File: src/rtl/restoring_divider_pkg.sv
// Shared types and sizing helpers for the multi-cycle restoring divider.
package restoring_divider_pkg;

  typedef enum logic [1:0] {
    IDLE = 2'd0,
    RUN  = 2'd1,
    DONE = 2'd2
  } state_t;

  localparam int DEFAULT_WIDTH = 8;

  // Iteration counter counts WIDTH-1 down to 0, so $clog2(WIDTH) bits suffice.
  function automatic int cnt_width(input int width);
    return (width > 2) ? $clog2(width) : 1;
  endfunction

endpackage

File: src/rtl/restoring_divider_if.sv
// Start/done handshake plus operand and result buses between a controller and the divider.
interface restoring_divider_if #(
  parameter int WIDTH = 8
);
  logic             start;
  logic [WIDTH-1:0] dividend;
  logic [WIDTH-1:0] divisor;
  logic             busy;
  logic             done;
  logic [WIDTH-1:0] quotient;
  logic [WIDTH-1:0] remainder;
  logic             div_zero;

  modport master (
    output start, dividend, divisor,
    input  busy, done, quotient, remainder, div_zero
  );

  modport slave (
    input  start, dividend, divisor,
    output busy, done, quotient, remainder, div_zero
  );
endinterface

File: src/rtl/restoring_divider_div_step.sv
// One restoring-division iteration: shift {R,Q} left, trial-subtract with a guard bit, restore on borrow.
module restoring_divider_div_step #(
  parameter int WIDTH = 8
) (
  input  logic [WIDTH-1:0] r,
  input  logic [WIDTH-1:0] q,
  input  logic [WIDTH-1:0] divisor,
  output logic [WIDTH-1:0] next_r,
  output logic [WIDTH-1:0] next_q
);
  logic [WIDTH:0]   shifted_r_s;
  logic [WIDTH+1:0] trial_s;
  logic             borrow_s;

  assign shifted_r_s = {r, q[WIDTH-1]};
  assign trial_s     = {1'b0, shifted_r_s} - {2'b00, divisor};
  assign borrow_s    = trial_s[WIDTH+1];

  // R stays below the divisor, so the low WIDTH bits hold the kept value either way.
  always_comb begin
    next_r = shifted_r_s[WIDTH-1:0];
    if (borrow_s) begin
      next_r = shifted_r_s[WIDTH-1:0];
    end else begin
      next_r = trial_s[WIDTH-1:0];
    end
  end

  assign next_q = {q[WIDTH-2:0], ~borrow_s};
endmodule

File: src/rtl/restoring_divider.sv
// Multi-cycle restoring divider, one quotient bit per clock.
// Define DIVIDER_SIGNED_EN for two's-complement operands (sign fix applied on entry to DONE).
module restoring_divider
  import restoring_divider_pkg::*;
#(
  parameter int WIDTH = DEFAULT_WIDTH
) (
  input  logic               clk,
  input  logic               reset_n,
  restoring_divider_if.slave bus
);
  localparam int CNT_W = cnt_width(WIDTH);

  state_t           state_r;
  logic [CNT_W-1:0] cnt_r;
  logic [WIDTH-1:0] acc_r;
  logic [WIDTH-1:0] work_q_r;
  logic [WIDTH-1:0] dvsr_r;
  logic [WIDTH-1:0] quotient_r;
  logic [WIDTH-1:0] remainder_r;
  logic             busy_r;
  logic             done_r;
  logic             div_zero_r;
  logic             q_neg_r;
  logic             r_neg_r;
  logic [WIDTH-1:0] step_r_s;
  logic [WIDTH-1:0] step_q_s;
  logic [WIDTH-1:0] fix_q_s;
  logic [WIDTH-1:0] fix_r_s;
  logic [WIDTH-1:0] cap_dividend_s;
  logic [WIDTH-1:0] cap_divisor_s;

  restoring_divider_div_step #(.WIDTH(WIDTH)) u_step (
    .r       (acc_r),
    .q       (work_q_r),
    .divisor (dvsr_r),
    .next_r  (step_r_s),
    .next_q  (step_q_s)
  );

`ifdef DIVIDER_SIGNED_EN
  function automatic logic [WIDTH-1:0] magnitude(input logic [WIDTH-1:0] x);
    if (x[WIDTH-1]) begin
      return ~x + WIDTH'(1);
    end else begin
      return x;
    end
  endfunction

  assign cap_dividend_s = magnitude(bus.dividend);
  assign cap_divisor_s  = magnitude(bus.divisor);

  // Quotient is negated on differing signs; remainder follows the dividend sign.
  always_comb begin
    fix_q_s = step_q_s;
    fix_r_s = step_r_s;
    if (q_neg_r) begin
      fix_q_s = ~step_q_s + WIDTH'(1);
    end else begin
      fix_q_s = step_q_s;
    end
    if (r_neg_r) begin
      fix_r_s = ~step_r_s + WIDTH'(1);
    end else begin
      fix_r_s = step_r_s;
    end
  end
`else
  assign cap_dividend_s = bus.dividend;
  assign cap_divisor_s  = bus.divisor;
  assign fix_q_s        = step_q_s;
  assign fix_r_s        = step_r_s;
`endif

  // Control FSM with counter, working registers and registered results.
  always_ff @(posedge clk or negedge reset_n) begin
    if (!reset_n) begin
      state_r     <= IDLE;
      cnt_r       <= '0;
      acc_r       <= '0;
      work_q_r    <= '0;
      dvsr_r      <= '0;
      quotient_r  <= '0;
      remainder_r <= '0;
      busy_r      <= 1'b0;
      done_r      <= 1'b0;
      div_zero_r  <= 1'b0;
      q_neg_r     <= 1'b0;
      r_neg_r     <= 1'b0;
    end else begin
      case (state_r)
        IDLE: begin
          done_r <= 1'b0;
          if (bus.start) begin
            busy_r   <= 1'b1;
            cnt_r    <= CNT_W'(WIDTH - 1);
            acc_r    <= '0;
            work_q_r <= cap_dividend_s;
            dvsr_r   <= cap_divisor_s;
            q_neg_r  <= bus.dividend[WIDTH-1] ^ bus.divisor[WIDTH-1];
            r_neg_r  <= bus.dividend[WIDTH-1];
            if (bus.divisor == '0) begin
              state_r     <= DONE;
              done_r      <= 1'b1;
              quotient_r  <= '1;
              remainder_r <= bus.dividend;
              div_zero_r  <= 1'b1;
            end else begin
              state_r <= RUN;
            end
          end
        end
        RUN: begin
          acc_r    <= step_r_s;
          work_q_r <= step_q_s;
          if (cnt_r == '0) begin
            state_r     <= DONE;
            done_r      <= 1'b1;
            quotient_r  <= fix_q_s;
            remainder_r <= fix_r_s;
            div_zero_r  <= 1'b0;
          end else begin
            cnt_r <= cnt_r - CNT_W'(1);
          end
        end
        DONE: begin
          state_r <= IDLE;
          busy_r  <= 1'b0;
          done_r  <= 1'b0;
        end
        default: begin
          state_r <= IDLE;
          busy_r  <= 1'b0;
          done_r  <= 1'b0;
        end
      endcase
    end
  end

  assign bus.busy      = busy_r;
  assign bus.done      = done_r;
  assign bus.quotient  = quotient_r;
  assign bus.remainder = remainder_r;
  assign bus.div_zero  = div_zero_r;
endmodule

File: src/flat_wrapper.sv
// flat-port wrapper written by rule: the top's interface ports become plain ports
module restoring_divider_flat import restoring_divider_pkg::*;
#(
  parameter int WIDTH = DEFAULT_WIDTH
)
  (clk, reset_n, bus_start, bus_dividend, bus_divisor, bus_busy, bus_done, bus_quotient, bus_remainder, bus_div_zero);
  restoring_divider_if #(.WIDTH(WIDTH)) bus_i ();
  input  logic clk;
  input  logic reset_n;
  input wire logic [$bits(bus_i.start)-1:0] bus_start;
  input wire logic [$bits(bus_i.dividend)-1:0] bus_dividend;
  input wire logic [$bits(bus_i.divisor)-1:0] bus_divisor;
  output wire logic [$bits(bus_i.busy)-1:0] bus_busy;
  output wire logic [$bits(bus_i.done)-1:0] bus_done;
  output wire logic [$bits(bus_i.quotient)-1:0] bus_quotient;
  output wire logic [$bits(bus_i.remainder)-1:0] bus_remainder;
  output wire logic [$bits(bus_i.div_zero)-1:0] bus_div_zero;
  assign bus_i.start = bus_start;
  assign bus_i.dividend = bus_dividend;
  assign bus_i.divisor = bus_divisor;
  assign bus_busy = bus_i.busy;
  assign bus_done = bus_i.done;
  assign bus_quotient = bus_i.quotient;
  assign bus_remainder = bus_i.remainder;
  assign bus_div_zero = bus_i.div_zero;
  restoring_divider #(.WIDTH(WIDTH)) u_core (.clk(clk), .reset_n(reset_n), .bus(bus_i));
endmodule
File: config.mk
export PLATFORM = sky130hd
export DESIGN_NAME = restoring_divider_flat
export DESIGN_NICKNAME = d
export VERILOG_FILES = /design/src/rtl/restoring_divider_pkg.sv /design/src/rtl/restoring_divider_if.sv /design/src/rtl/restoring_divider_div_step.sv /design/src/rtl/restoring_divider.sv /design/src/flat_wrapper.sv
export SDC_FILE = /design/constraint.sdc
export NUM_CORES = 1
export LEC_CHECK = 0
export ABC_CLOCK_PERIOD_IN_PS = 4900
export CORE_MARGIN = 2
export CORE_UTILIZATION = 58
export DETAILED_ROUTE_END_ITERATION = 12
export GPL_ROUTABILITY_DRIVEN = 0
export PLACE_DENSITY = 0.84
export SLEW_MARGIN = 20
export SYNTH_ARGS = -nofsm -noshare
export SYNTH_HDL_FRONTEND = slang
export SYNTH_HIERARCHICAL = 1
export SYNTH_SLANG_ARGS = --single-unit
File: constraint.sdc
create_clock -name clk -period 4.9 [get_ports clk]
set_input_delay 0.49 -clock clk [delete_from_list [all_inputs] [get_ports clk]]
set_output_delay 0.49 -clock clk [all_outputs]
set_load 0.01 [all_outputs]
* Word-level counts from Yosys, hierarchy flattened *
Cells that the tools add are included.
W data, S select, Z words.

cells by class
  $add $sub $neg = 2
  equal/unequal tests = 5
  multiplexer cells = 30
  bitwise operators = 2
  reductions and logical operators = 10

operator list
  cell                   number
  $mux W8                9
  $pmux W8 S2            4
  $sub A9 B8 Y10         1
  $logic_not A8 Y1       1
  $reduce_and A2 Y1      4
  $mux W1                7
  $mux W2                3
  $mux W3                2
  $pmux W1 S2            3
  $pmux W3 S2            1
  $ne A2 B1 Y1 const B   2
  $ne A2 B2 Y1 const B   2
  $pmux W2 S2            1
  $reduce_and A4 Y1      1
  $logic_not A3 Y1       1
  $reduce_and A3 Y1      1
  $sub A3 B1 Y3 const B  1
  $eq A2 B1 Y1 const B   1
  $logic_not A2 Y1       1
  $not A1 Y1             2
  $reduce_bool A2 Y1     1

word-level totals
  register bits after elaboration = 48
  output and inout bits = 19
  word-level logic and storage cells = 59

* Depth between registers and ports, before layout *
Gate-level depths: netlist of run 1.

  word-level depth = 4
  gate-level depth with buffers = 11

* Cells and area by module *
Netlist of run 1, hierarchy kept.

modules (own cells, without submodules)
  module                      times used  cells each  area an instance (µm²)  sequential area each (µm²)
  restoring_divider           1           191         2097.0                  1201.2
  restoring_divider_div_step  1           67          549.3                   0.0

* Worst setup path after synthesis of run 1 *
OpenSTA, ideal clock, no wires.

  path kind = register -> register
  start = register u_core.work_q_r[7]
  end = register u_core.remainder_r[6], in the netlist u_core/bus.remainder[6]
  library setup time = 0.125 ns
  arrival = 2.119 ns
  setup slack = 2.656 ns
  stages on the path, launching flop included = 12
  buffers on the path = 0
  cells stage by stage = dfrtp_1 inv_1 ha_1 fa_1 nor2b_1 o31a_1 mux2i_1 nand2_1 mux2_4 nand2_1 nand2_1 mux2_2

between the ends
  cells in the longest elaborated chain, start to end = 4

RTL lines
  item                      RTL line                          text
  start: declaration        restoring_divider.sv:17           logic [WIDTH-1:0] work_q_r;
  start signal: assignment  restoring_divider.sv:98           work_q_r <= cap_dividend_s;
  start signal: assignment  restoring_divider.sv:115          work_q_r <= step_q_s;
  $sub A9 B8 Y10            restoring_divider_div_step.sv:16  assign trial_s = {1'b0, shifted_r_s} - {2'b00, divisor};
  $mux W8                   restoring_divider_div_step.sv:22  if (borrow_s) begin
  via u_core.fix_r_s[6]     restoring_divider.sv:29           logic [WIDTH-1:0] fix_r_s;
  $mux W8                   restoring_divider.sv:116          if (cnt_r == '0) begin
  $pmux W8 S2               restoring_divider.sv:91           case (state_r)
  end signal: assignment    restoring_divider.sv:106          remainder_r <= bus.dividend;
  end signal: assignment    restoring_divider.sv:120          remainder_r <= fix_r_s;
  end: declaration          restoring_divider.sv:20           logic [WIDTH-1:0] remainder_r;

The timed path passes the listed nets, and every way through them passes these cells. The select of a mux whose other input is x is not followed.
A chain may end at the register's enable or synchronous reset.

* Worst setup path in the final report of run 1 *
Ends and elaborated chain as after synthesis.

==> impl_metrics.env, run 1 <==
export IMPL_outcome="complete, no violations"
export IMPL_switching_share_pct=39.85
export IMPL_nNetsFinal=313
export IMPL_wl_met1_um=2326
export IMPL_r2r_setup_slack_ps=2410
export IMPL_cts_tree="built"
export IMPL_cts_sinks=48
export IMPL_power_density_nw_per_um2=746.0
export IMPL_cts_made_buffers=5
export IMPL_final_period_utilization_pct=50.90
export IMPL_fp_coreArea_sq_um=4384
export IMPL_p_clk_share_pct=11.0
export IMPL_die_y_um=71.55
export IMPL_maxSlewViolCount=0
export IMPL_grt_setup_unrepaired="no"
export IMPL_antenna_found_initial=0
export IMPL_cts_setup_buffers=0
export IMPL_gr_total_overflow=0
export IMPL_top_layer="met4"
export IMPL_cts_path_max_buffers=2
export IMPL_worstPathRequired_ps=5090
export IMPL_syn_num_nets=288
export IMPL_worstSetupPathType="reg2reg"
export IMPL_seqPwrFrac_pct=32.4
export IMPL_syn_area_sq_um=2646
export IMPL_reg2regPathDepth=11
export IMPL_dr_pass1_iters=4
export IMPL_wl_um=5214
export IMPL_grt_pass1_vias=1920
export IMPL_holdCritPathClass="in2async"
export IMPL_yosys_warnings=6
export IMPL_r2r_start="u_core/work_q_r[7]$_DFFE_PN0P_"
export IMPL_drc=0
export IMPL_yosysUniqueCellTypes=44
export IMPL_clock_skew_ps=6.053
export IMPL_hold_buffers=0
export IMPL_grt_start_max_net_pins=49
export IMPL_synth_edf_count=0
export IMPL_yosysSeqAreaShare_pct=45.39
export IMPL_dieArea_sq_um=5119
export IMPL_finalHoldViolCount=0
export IMPL_startpoint_type="flip-flop"
export IMPL_detailed_place_hpwl_um=3803
export IMPL_final_core_util_pct=69.61
export IMPL_path_max_fanout=3
export IMPL_whs_ps=191.1
export IMPL_antenna_left=0
export IMPL_syn2layout_area_growth_pct=15.32
export IMPL_r2r_end="u_core/bus.remainder[6]$_DFFE_PN0P_"
export IMPL_setup_viol=0
export IMPL_syn_area_per_cell_sq_um=10.26
export IMPL_maxCapViolations=0
export IMPL_cts_resized_gates=0
export IMPL_fin_crit_ps=2494
export IMPL_relSlewSlack_pct=39.62
export IMPL_worst_endpoint_arrival_ps=2690
export IMPL_cp_end_kind="flip-flop"
export IMPL_num_vias=1888
export IMPL_drt_initial_drc_count=95
export IMPL_port_buffers=37
export IMPL_path_clk_slew_ps=90
export IMPL_syn_inst=258
export IMPL_vdd_ir_drop_max_mv=0.4448
export IMPL_power_mw=2.276
export IMPL_rows=24
export IMPL_power_leakage_nw=1.402
export IMPL_viasPerCell=5.619
export IMPL_synth_seq_cells=48
export IMPL_pwr_share_comb_pct=56.6
export IMPL_start_util_pct=60.36
export IMPL_track_usage_pct=21.99
export IMPL_synthArstFlopShare_pct=100.0
export IMPL_finalSetupTns_ps=0
export IMPL_clkLatencyLatePin_ps=300
export IMPL_drive_gt1_share_pct=15.49
export IMPL_p_int_mw=1.369
export IMPL_die_w_um=71.55
export IMPL_diodes=0
export IMPL_max_freq_ghz=0.4010
export IMPL_h_tree_depth=2
export IMPL_dr_wl_met3_um=211
export IMPL_fillers=360
export IMPL_worst_pin_slew_ps=903.9
export IMPL_cts_root_buffer="clkbuf_8"
export IMPL_routedWlPerCell_um=15.52
export IMPL_wl_met2_um=2597
export IMPL_p_switching_mw=0.9071
export IMPL_ys_flop_type="dfrtp_1"
export IMPL_io_pins=38
export IMPL_grt_pass1_wl_um=8852
==> critical path: stages (launching register included) <==
cell	delay, ps
dfrtp_1	370
inv_1	60
ha_1	220
fa_1	420
nor2b_1	170
o31a_1	200
mux2i_1	200
nand2_1	70
mux2_4	270
nand2_1	80
nand2_1	50
mux2_2	270
==> final cells by class <==
cell class                 instances  area, sq um  area share [%]
tap                               52        65.06           2.132
sequential                        48         1201           39.36
timing repair buffer              37        367.9           12.05
inverter                          16        60.06           1.968
clock buffer                       6        82.58           2.706
multi-input combinational        175         1260           41.29
clock inverter                     2        15.01          0.4920
==> metal layers <==
layer,vias to the layer above,track usage (%)
met5,-,0
met3,8,4.501
met2,38,36.83
li1,927,-
met1,915,28.86
met4,0,6.918
==> power by group through the flow <==
stage	clock network [mW]	registers, mW	logic [mW]
detailed placement	0	0.746	1.29
CTS	0.256	0.739	1.30
finish	0.250	0.737	1.29
global route	0.270	0.765	1.43
global placement	0	0.739	1.24
floorplan	0	0.718	1.01
==> state kept, by name, summed over array words and instances, names as in the netlist, 2 cells and up <==
signal	flops
u_core/acc_r	8
u_core/bus.quotient	8
u_core/bus.remainder	8
u_core/cnt_r	3
u_core/dvsr_r	8
u_core/state_r	2
u_core/work_q_r	8
==> per-stage QoR <==
step / cell area [sq um] / worst slack [ps] / std cells
floorplan: 2646 / 2656 / 258
global placement: 2949 / 2325 / 328
detailed placement: 2949 / 2261 / 328
CTS: 3047 / 2376 / 336
global route: 3052 / 2291 / 336
finish: 3052 / 2406 / 336
==> worst max-delay path by stage <==
stage,start,end,slack [ps],depth (start not counted)
CTS,u_core/state_r[0]$_DFFE_PN0P_,u_core/bus.quotient[4]$_DFFE_PN0P_,2380,3
floorplan,u_core/work_q_r[7]$_DFFE_PN0P_,u_core/bus.remainder[6]$_DFFE_PN0P_,2660,11
finish,u_core/work_q_r[7]$_DFFE_PN0P_,u_core/bus.remainder[6]$_DFFE_PN0P_,2410,11
global route,u_core/work_q_r[7]$_DFFE_PN0P_,u_core/bus.remainder[6]$_DFFE_PN0P_,2290,11
global placement,bus_start,u_core/bus.remainder[5]$_DFFE_PN0P_,2330,5
detailed placement,bus_start,u_core/bus.remainder[4]$_DFFE_PN0P_,2260,5
==> cell families after synthesis <==
logic type | count (synthesis) | synth area share (%)
compound gates | 59 | 15.65
buf+inv | 35 | 7.093
flops | 48 | 45.39
simple gates | 77 | 14.23
xor+xnor | 3 | 0.9931
mux | 25 | 11.16
fa+ha+maj | 11 | 5.485
==> synthesized netlist by cell type, types with 2 or more instances <==
cell	number	share of area, %
nor3_1	3	0.57
dfrtp_1	48	45
o21ai_2	2	0.66
or4_4	2	0.85
mux2_4	5	2.8
a211oi_1	2	0.57
inv_1	16	2.3
buf_2	2	0.38
a21oi_1	10	1.9
a22oi_1	11	3.1
xor2_1	2	0.66
mux2_2	15	6.4
o22a_1	7	2.3
nor2b_1	13	3.1
nor2_1	5	0.71
nand2_1	46	6.5
buf_4	8	2.3
clkbuf_1	7	0.99
o21a_1	2	0.57
o21ai_0	13	2.5
mux2i_1	4	1.5
nand2b_1	3	0.71
ha_1	10	4.7
a21o_1	2	0.57
==> cells in the final DEF, fill, tap and decap left out, types with 2 or more instances in the layout <==
cell type        instances
or4_4                    2
nand2_1                 46
o22a_1                   7
o21ai_0                 13
inv_1                   16
a21o_1                   2
o21ai_2                  2
mux2i_1                  4
a211oi_1                 2
a21oi_1                 10
clkinvlp_4               2
a22oi_1                 11
ha_1                    10
xor2_1                   2
clkdlybuf4s50_1         36
nor3_1                   3
nor2b_1                 12
o21a_1                   2
nand2b_1                 3
mux2_2                  15
clkbuf_8                 6
nor2_1                   5
dfrtp_1                 48
mux2_4                   5
Power figures use the tool's default switching activity.
==> run 2, diff against run 1 <==
--- a/config.mk
+++ b/config.mk
@@ -5,12 +5,12 @@
 export SDC_FILE = /design/constraint.sdc
 export NUM_CORES = 1
 export LEC_CHECK = 0
-export ABC_CLOCK_PERIOD_IN_PS = 4900
+export ABC_CLOCK_PERIOD_IN_PS = 2500
 export CORE_MARGIN = 2
-export CORE_UTILIZATION = 58
+export CORE_UTILIZATION = 54
 export DETAILED_ROUTE_END_ITERATION = 12
 export GPL_ROUTABILITY_DRIVEN = 0
-export PLACE_DENSITY = 0.84
+export PLACE_DENSITY = 0.79
 export SLEW_MARGIN = 20
 export SYNTH_ARGS = -nofsm -noshare
 export SYNTH_HDL_FRONTEND = slang
==> constraint.sdc (replaced) <==
create_clock -name clk -period 2.5 [get_ports clk]
set_input_delay 0.25 -clock clk [delete_from_list [all_inputs] [get_ports clk]]
set_output_delay 0.25 -clock clk [all_outputs]
set_load 0.01 [all_outputs]
==> run 2 against run 1 <==
Maximum frequency rose by 5.2%. Count of clock-buffer cells in the layout did not move. Power rose by 99%. Largest cell class unchanged.
==> impl_metrics.env, run 2 (synthesis gave the netlist of run 1 again) <==
export IMPL_wl_um=5353
export IMPL_track_usage_pct=21.22
export IMPL_final_period_utilization_pct=94.79
export IMPL_power_leakage_nw=1.451
export IMPL_holdCritPathClass="reg2reg"
export IMPL_maxSlewViolCount=0
export IMPL_path_cells="ha_1, a21o_1, and2_4, nand2b_4, a21oi_4, mux2_4, nand2_1, nand2_1, mux2_2"
export IMPL_grt_start_max_net_pins=31
export IMPL_crit_path_frequent_cell="nand2_1"
export IMPL_nNetsFinal=324
export IMPL_io_pins=38
export IMPL_syn2layout_area_growth_pct=18.96
export IMPL_relSlewSlack_pct=56.51
export IMPL_worstPathRequired_ps=2680
export IMPL_clock_skew_ps=4.920
export IMPL_power_density_nw_per_um2=1441
export IMPL_cts_sinks=48
export IMPL_finalSetupTns_ps=0
export IMPL_drc=0
export IMPL_fin_crit_ps=2370
export IMPL_detailed_place_hpwl_um=4020
export IMPL_die_w_um=74.01
export IMPL_outcome="complete, no violations"
export IMPL_startpoint_type="flip-flop"
export IMPL_grt_setup_unrepaired="no"
export IMPL_cts_made_buffers=5
export IMPL_fp_coreArea_sq_um=4723
export IMPL_power_mw=4.536
export IMPL_port_buffers=37
export IMPL_diodes=0
export IMPL_cts_tree="built"
export IMPL_path_max_fanout=6
export IMPL_drt_initial_drc_count=78
export IMPL_antenna_found_initial=0
export IMPL_final_common_cell="dfrtp_1"
export IMPL_cts_setup_buffers=0
export IMPL_antenna_left=0
export IMPL_worst_endpoint_arrival_ps=2550
export IMPL_rows=25
export IMPL_num_vias=1940
export IMPL_dr_pass1_iters=4
export IMPL_dieArea_sq_um=5477
export IMPL_routedWlPerCell_um=14.83
export IMPL_drive_gt1_share_pct=18.37
export IMPL_post_place_ws_ps=90.25
export IMPL_worstSetupPathType="reg2reg"
export IMPL_viasPerCell=5.374
export IMPL_clkLatencyLatePin_ps=300
export IMPL_h_tree_depth=2
export IMPL_dpl_cell_count=353
export IMPL_die_y_um=74.01
export IMPL_start_util_pct=56.03
export IMPL_reg2regPathDepth=9
export IMPL_cts_root_buffer="clkbuf_8"
export IMPL_maxCapViolations=0
export IMPL_setup_viol=0
export IMPL_finalHoldViolCount=0
export IMPL_cp_slowest_cell="dfrtp_1"
export IMPL_fin_cells=361
export IMPL_gr_total_overflow=0
export IMPL_min_path_cells=1
export IMPL_cts_path_max_buffers=2
export IMPL_max_freq_ghz=0.4220
export IMPL_vdd_ir_drop_max_mv=0.6837
export IMPL_cp_slowest_stage_delay_ps=410
export IMPL_setup_ws_ps=130.3
export IMPL_path_clk_slew_ps=80
export IMPL_final_cell_mix="dfrtp_1 (48), nand2_1 (46), clkdlybuf4s50_1 (36)"
export IMPL_worst_pin_slew_ps=652.3
export IMPL_cp_end_kind="flip-flop"
export IMPL_grt_pass1_wl_um=8825
export IMPL_grt_pass1_vias=1981
==> run 2: cell types whose count changed in the layout (fill, tap and decap cells not counted) <==
cell	before	now
clkinvlp_4	2	0
buf_4	1	10
clkbuf_8	6	5
clkinv_2	0	1
buf_2	0	1
fa_2	0	1
dlygate4sd3_1	0	1
fa_1	1	0
ha_1	10	9
ha_4	0	1
clkbuf_1	0	1
==> run 2: power by group <==
group | internal (mW) | switching, mW
sequential | 1.15 | 0.267
clock | 0.190 | 0.238
combinational | 1.41 | 1.28
total | 2.75 | 1.79
==> run 2: critical path: cells and delay by family, from the launching register on <==
family / cells / cell delay [ps]
muxes: 2 / 600
AOI/OAI and AO/OA: 2 / 430
DFF: 1 / 410
and+or+nand+nor: 4 / 460
adders and majority gates: 1 / 350
==> run 2: cell type report <==
class,instances,area (sq um)
fillers,376,1575
multi-input cells,175,1275
flip-flops and latches,48,1201
repair buffers,48,450.4
well taps,67,83.83
clock buffers,6,72.57
inverters,16,60.06
clock inverters,1,5.005
==> run 2: path summary, 6_finish.rpt <==
kind | from | slack [ps] | end
setup reg to reg | u_core/acc_r[5]$_DFFE_PN0P_ | 130 | u_core/bus.remainder[5]$_DFFE_PN0P_
setup / recovery | u_core/acc_r[5]$_DFFE_PN0P_ | 130 | u_core/bus.remainder[5]$_DFFE_PN0P_
min in group asynchronous | reset_n | 510 | u_core/bus.remainder[4]$_DFFE_PN0P_
hold / removal | u_core/bus.div_zero$_DFFE_PN0P_ | 500 | u_core/bus.div_zero$_DFFE_PN0P_
max in group asynchronous | reset_n | 1380 | u_core/work_q_r[1]$_DFFE_PN0P_
hold reg to reg | u_core/bus.div_zero$_DFFE_PN0P_ | 500 | u_core/bus.div_zero$_DFFE_PN0P_
==> run 2: timing repair <==
item | in CTS | in global routing
endpoints found under the setup margin | 0 | 2
hold buffers | 1 | 0
resized for setup | 0 | 3
endpoints found under the hold margin | 11 | 0
==> run 2: per-layer routing <==
layer | part of all wire [%] | global-route usage, % | vias up
met5 | 0 | 0 | -
li1 | - | - | 947
met4 | 1.3 | 6.869 | 0
met2 | 51 | 37.40 | 31
met3 | 2.8 | 2.981 | 8
met1 | 44 | 27.01 | 954
==> run 2: stage by stage <==
step	hold WS, ps	utilization [%]	cell area (sq um)
3_3_place_gp	317.7	64.42	3043
6_report	498.9	66.65	3148
2_1_floorplan	-45.59	-	2646
4_1_cts	504.3	66.28	3131
5_1_grt	511.2	66.65	3148
3_5_place_dp	317.5	64.42	3043
==> RTL change 1, RTL diff (settings of run 2) <==
The package constant `DEFAULT_WIDTH` goes from 8 to 12.
--- a/src/rtl/restoring_divider_pkg.sv
+++ b/src/rtl/restoring_divider_pkg.sv
@@ -7,7 +7,7 @@
     DONE = 2'd2
   } state_t;
 
-  localparam int DEFAULT_WIDTH = 8;
+  localparam int DEFAULT_WIDTH = 12;
 
   // Iteration counter counts WIDTH-1 down to 0, so $clog2(WIDTH) bits suffice.
   function automatic int cnt_width(input int width);
Ports: changed (resized bus_dividend, bus_divisor, bus_quotient and bus_remainder); port bits go from 38 to 54. The function was not compared with the original's and may differ.
==> RTL change 1 against run 2 <==
  * The run now ends with negative setup slack left
  * Routed wire length is 77% higher
  * Worst setup slack worse by 290 ps
  * Critical path type unchanged
  * Clock skew grew 14 ps
  * Global-route usage rose by 0.61 points
  * Total power rose by 78%
  * Sequential power up 43%
  * Design area grew 68%
  * Sequential cell count is 21 higher
  * Synthesized area is 53% higher
  * Clock power rose by 140%
==> RTL change 1: results <==
set metrics [dict create \
    status "complete, but fails checks" \
    violations "negative setup slack" \
    clkLatencyLatePin_ps 360 \
    final_layout_size_suffix_gt1_frac 0.3221 \
    drtPass1Iterations 5 \
    placed_cell_area_mm2 0.004771 \
    ir_drop_uv 629.4 \
    cp_max_fo 3 \
    cts_buffers 9 \
    fin_setup_tns_ps -935.2 \
    yosysSeqAreaShare 0.4263 \
    worstRegToRegCells 11 \
    fin_ws_ps -156.8 \
    n_antenna_cell 0 \
    synth_nets 401 \
    synth_common_cells "dfrtp_1, nand2_1, mux2_2" \
    grt_pass1_wl_um 14030 \
    cts-htree-levels 3 \
    synthArstFlopShare 1.000 \
    cts_buffer_depth 2 \
    worst_path_max_delay_cell "dfrtp_1" \
    grt_usage 0.2184 \
    worst_slew_pin_slew_ps 667.5 \
    setup_violations 11 \
    grt_max_degree 52 \
    synth.area.top_cells "dfrtp_1, mux2_4, mux2_2" \
    port_buffers 53 \
    crit_family "compound AO/OA/AOI/OAI gates" \
    clkTransAtPathRegs_ps 90 \
    p_leak_nw 2.374 \
    drt_wl_total_um 9471 \
    vias 3025 \
    gr-total-overflow 0 \
    first_global_vias 2879 \
    yosysWarnings 6 \
    hpwlAfterDp_um 6138 \
    hold_class "input pin to asynchronous set/reset pin" \
    seq_power_w 0.00203 \
    power_frac_comb 0.621 \
    finalClockSkew_ps 18.48 \
    synth_cell_types 53 \
    clockRootBuffer "clkbuf_8" \
    fin_nets 481 \
    fillers 506 \
    drtIter0Drc 161 \
    p_switching_w 0.003183 \
    slowest_delay_ps 420 \
    antenna_found_initial 0 \
]
RTL change 1: timing repair:
action	CTS	global route
setup endpoints to repair	12	12
gates resized for setup	12	28
pin swaps	5	13
setup buffers	2	7
hold endpoints to repair	27	0
gates cloned	0	1
hold buffers	1	0
RTL change 1: cells by family (layout without fill, tap and decap cells):
kind of cell	after synthesis	after routing	synth area share
compound gates	71	71	0.1254
mux	62	62	0.1857
buf+inv	47	132	0.07229
fa+ha+maj	15	15	0.04819
flops	69	69	0.4263
simple gates	87	87	0.1248
xor+xnor	8	8	0.01730
RTL change 1: worst register-to-register path, cell delays in order (launching register included):
cell and delay (ps):
dfrtp_1 420, inv_2 80, ha_4 150, fa_2 220, nor2b_2 60, o31a_1 320
buf_6 150, o2111a_1 240, a311oi_2 270, o21ai_2 100, mux2_4 270, mux2_4 250
RTL change 1: through the flow:
step | setup slack [ps] | cells | util | total power (W) | hold slack [ps]
after global placement | -84.08 | 516 | 0.6578 | 0.006016 | 314.0
after CTS | -93.04 | 535 | 0.6993 | 0.007426 | 464.5
after detailed placement | -157.5 | 516 | 0.6578 | 0.006202 | 320.0
after floorplan | 55.48 | 359 | - | 0.004899 | -45.59
final | -156.8 | 543 | 0.7309 | 0.008081 | 459.5
after global routing | -212.9 | 543 | 0.7309 | 0.008576 | 511.4
RTL change 1: layer usage:
| metal | vias to the layer above | global-route usage | wire length [um] |
|---|---|---|---|
| met5 | - | 0 | 0 |
| met1 | 1476 | 0.2991 | 4155 |
| met3 | 22 | 0.03506 | 515 |
| li1 | 1409 | - | - |
| met4 | 0 | 0.08590 | 128 |
| met2 | 118 | 0.3489 | 4671 |
RTL change 1: cell type report:
type | instances | area share
clock inverter | 7 | 0.01841
tap | 99 | 0.02337
inverter | 20 | 0.01416
sequential | 69 | 0.3259
timing repair buffer | 96 | 0.1692
clock buffer | 9 | 0.02337
multi-input combinational | 243 | 0.4255
RTL change 1: path summary, 6_finish.rpt:
kind                                                       from                                    to
max in group asynchronous                               reset_n       u_core/bus.div_zero$_DFFE_PN0P_
min in group clk                    u_core/bus.busy$_DFFE_PN0P_           u_core/bus.busy$_DFFE_PN0P_
worst max-delay path            u_core/work_q_r[11]$_DFFE_PN0P_  u_core/bus.remainder[10]$_DFFE_PN0P_
worst min-delay path                                    reset_n           u_core/acc_r[5]$_DFFE_PN0P_
worst max register to register  u_core/work_q_r[11]$_DFFE_PN0P_  u_core/bus.remainder[10]$_DFFE_PN0P_
worst min register to register      u_core/bus.busy$_DFFE_PN0P_           u_core/bus.busy$_DFFE_PN0P_
==> RTL change 2, RTL diff (settings of run 2) <==
Made on the original files. Re-encode `state_t` (3 states) as one-hot, 3 bits wide.
--- a/src/rtl/restoring_divider_pkg.sv
+++ b/src/rtl/restoring_divider_pkg.sv
@@ -1,10 +1,10 @@
 // Shared types and sizing helpers for the multi-cycle restoring divider.
 package restoring_divider_pkg;
 
-  typedef enum logic [1:0] {
-    IDLE = 2'd0,
-    RUN  = 2'd1,
-    DONE = 2'd2
+  typedef enum logic [2:0] {
+    IDLE = 3'b001,
+    RUN  = 3'b010,
+    DONE = 3'b100
   } state_t;
 
   localparam int DEFAULT_WIDTH = 8;
Behaviour: no difference found for any inputs over 10 cycles, from zero or initial values and one cycle with reset_n low; not proved beyond that.
==> RTL change 2 against run 2 <==
  * Sequential cell count increased by 1
  * Core utilization increased by 3.6 points
  * First-iteration DRC count decreased by 22%
  * Hold slack got worse by 120 ps
  * Total power decreased by 20%
  * Design area increased by 6.2%
  * Synthesized cell count decreased by 14%
  * Fmax decreased by 3.0%
  * Worst setup slack got worse by 74 ps
  * Routed wire length decreased by 0.64%
  * Non-clock buffer count increased by 6
  * Clock power increased by 33%
  * Synthesized area increased by 1.7%
==> RTL change 2: results <==
set metrics [dict create \
    r2r_setup_slack_ps 60 \
    hpwlAfterDp_um 3814 \
    synth_compound_area_frac 0.1204 \
    holdWs_ps 380.7 \
    first_global_vias 1782 \
    synthMuxAreaShare 0.2022 \
    synth_nets 251 \
    synth.avg_cell_area_um2 12.18 \
    finalClockSkew_ps 3.402 \
    use_met1 0.2795 \
    worst_path_max_delay_cell "fa_2" \
    p_leak_nw 1.605 \
    final_layout_size_suffix_gt1_frac 0.2778 \
    routed-wl-met3_um 193 \
    drt-met1-wl_um 2445 \
    use_met2 0.3422 \
    inverters_excl_clock 17 \
    yosysSeqAreaShare 0.4561 \
    n_all_buffers 54 \
    worst_slew_pin_slew_ps 640.4 \
    cts_resized 1 \
    clkSinkCount 49 \
    cp_max_fo 2 \
    wl_per_cell_um 15.78 \
    grt_usage 0.2079 \
    grt_pass1_wl_um 8659 \
    status "complete, no violations" \
    ir_drop_uv 557.4 \
    die_w_um 74.60 \
    vias_per_cell 5.353 \
    swShare 0.3471 \
    met2_length_um 2614 \
    multi_input_cells 142 \
    fillers 379 \
    multi_input_area_share 0.4032 \
    place_inst 322 \
    r2r_start "u_core/work_q_r[7]$_DFFE_PN0P_" \
    grt_max_degree 26 \
    synth_common_cells "dfrtp_1, mux2_2, inv_1" \
    drtIter0Drc 61 \
    post_cts_buffers 1 \
    fin_crit_ps 2444 \
    dpl_worst_slack_ps 6.896 \
    post_synth_fa_ha_maj_area_fraction 0.05393 \
    regArea_mm2 0.001227 \
    fin_nets 299 \
    seq_share 0.3673 \
    drtPass1Iterations 5 \
    arrival_ps 2640 \
]
==> RTL change 2: cell count changes in the layout (fill, tap and decap cells not counted), sizes merged, moves of 5 or more <==
cell and delta:
nand2 -42, mux2 +15, a22oi -11, nor2b -10, a22o +8, mux2i +8
o21ai -8, a21boi +7, o22a -7, buf +6, a21oi -5, nand2b +5
==> RTL change 2: power by group through the flow <==
| stage | Clock, W | Combinational (W) | Sequential, W |
|---|---|---|---|
| finish | 0.000569 | 0.00181 | 0.00125 |
| global route | 0.000607 | 0.00199 | 0.00129 |
| CTS | 0.000584 | 0.00166 | 0.00125 |
| detailed placement | 0 | 0.00163 | 0.00126 |
| global placement | 0 | 0.00159 | 0.00125 |
| floorplan | 0 | 0.00119 | 0.00126 |
==> RTL change 2: cells by family (layout without fill, tap and decap cells) <==
group                    after synthesis  count (layout)
AO/OA/AOI/OAI                         41              41
adder cells (fa/ha/maj)               11              11
AND/OR/NAND/NOR                       38              38
XOR/XNOR                               4               4
flip-flops                            49              49
multiplexers                          48              48
buffers and inverters                 30              79
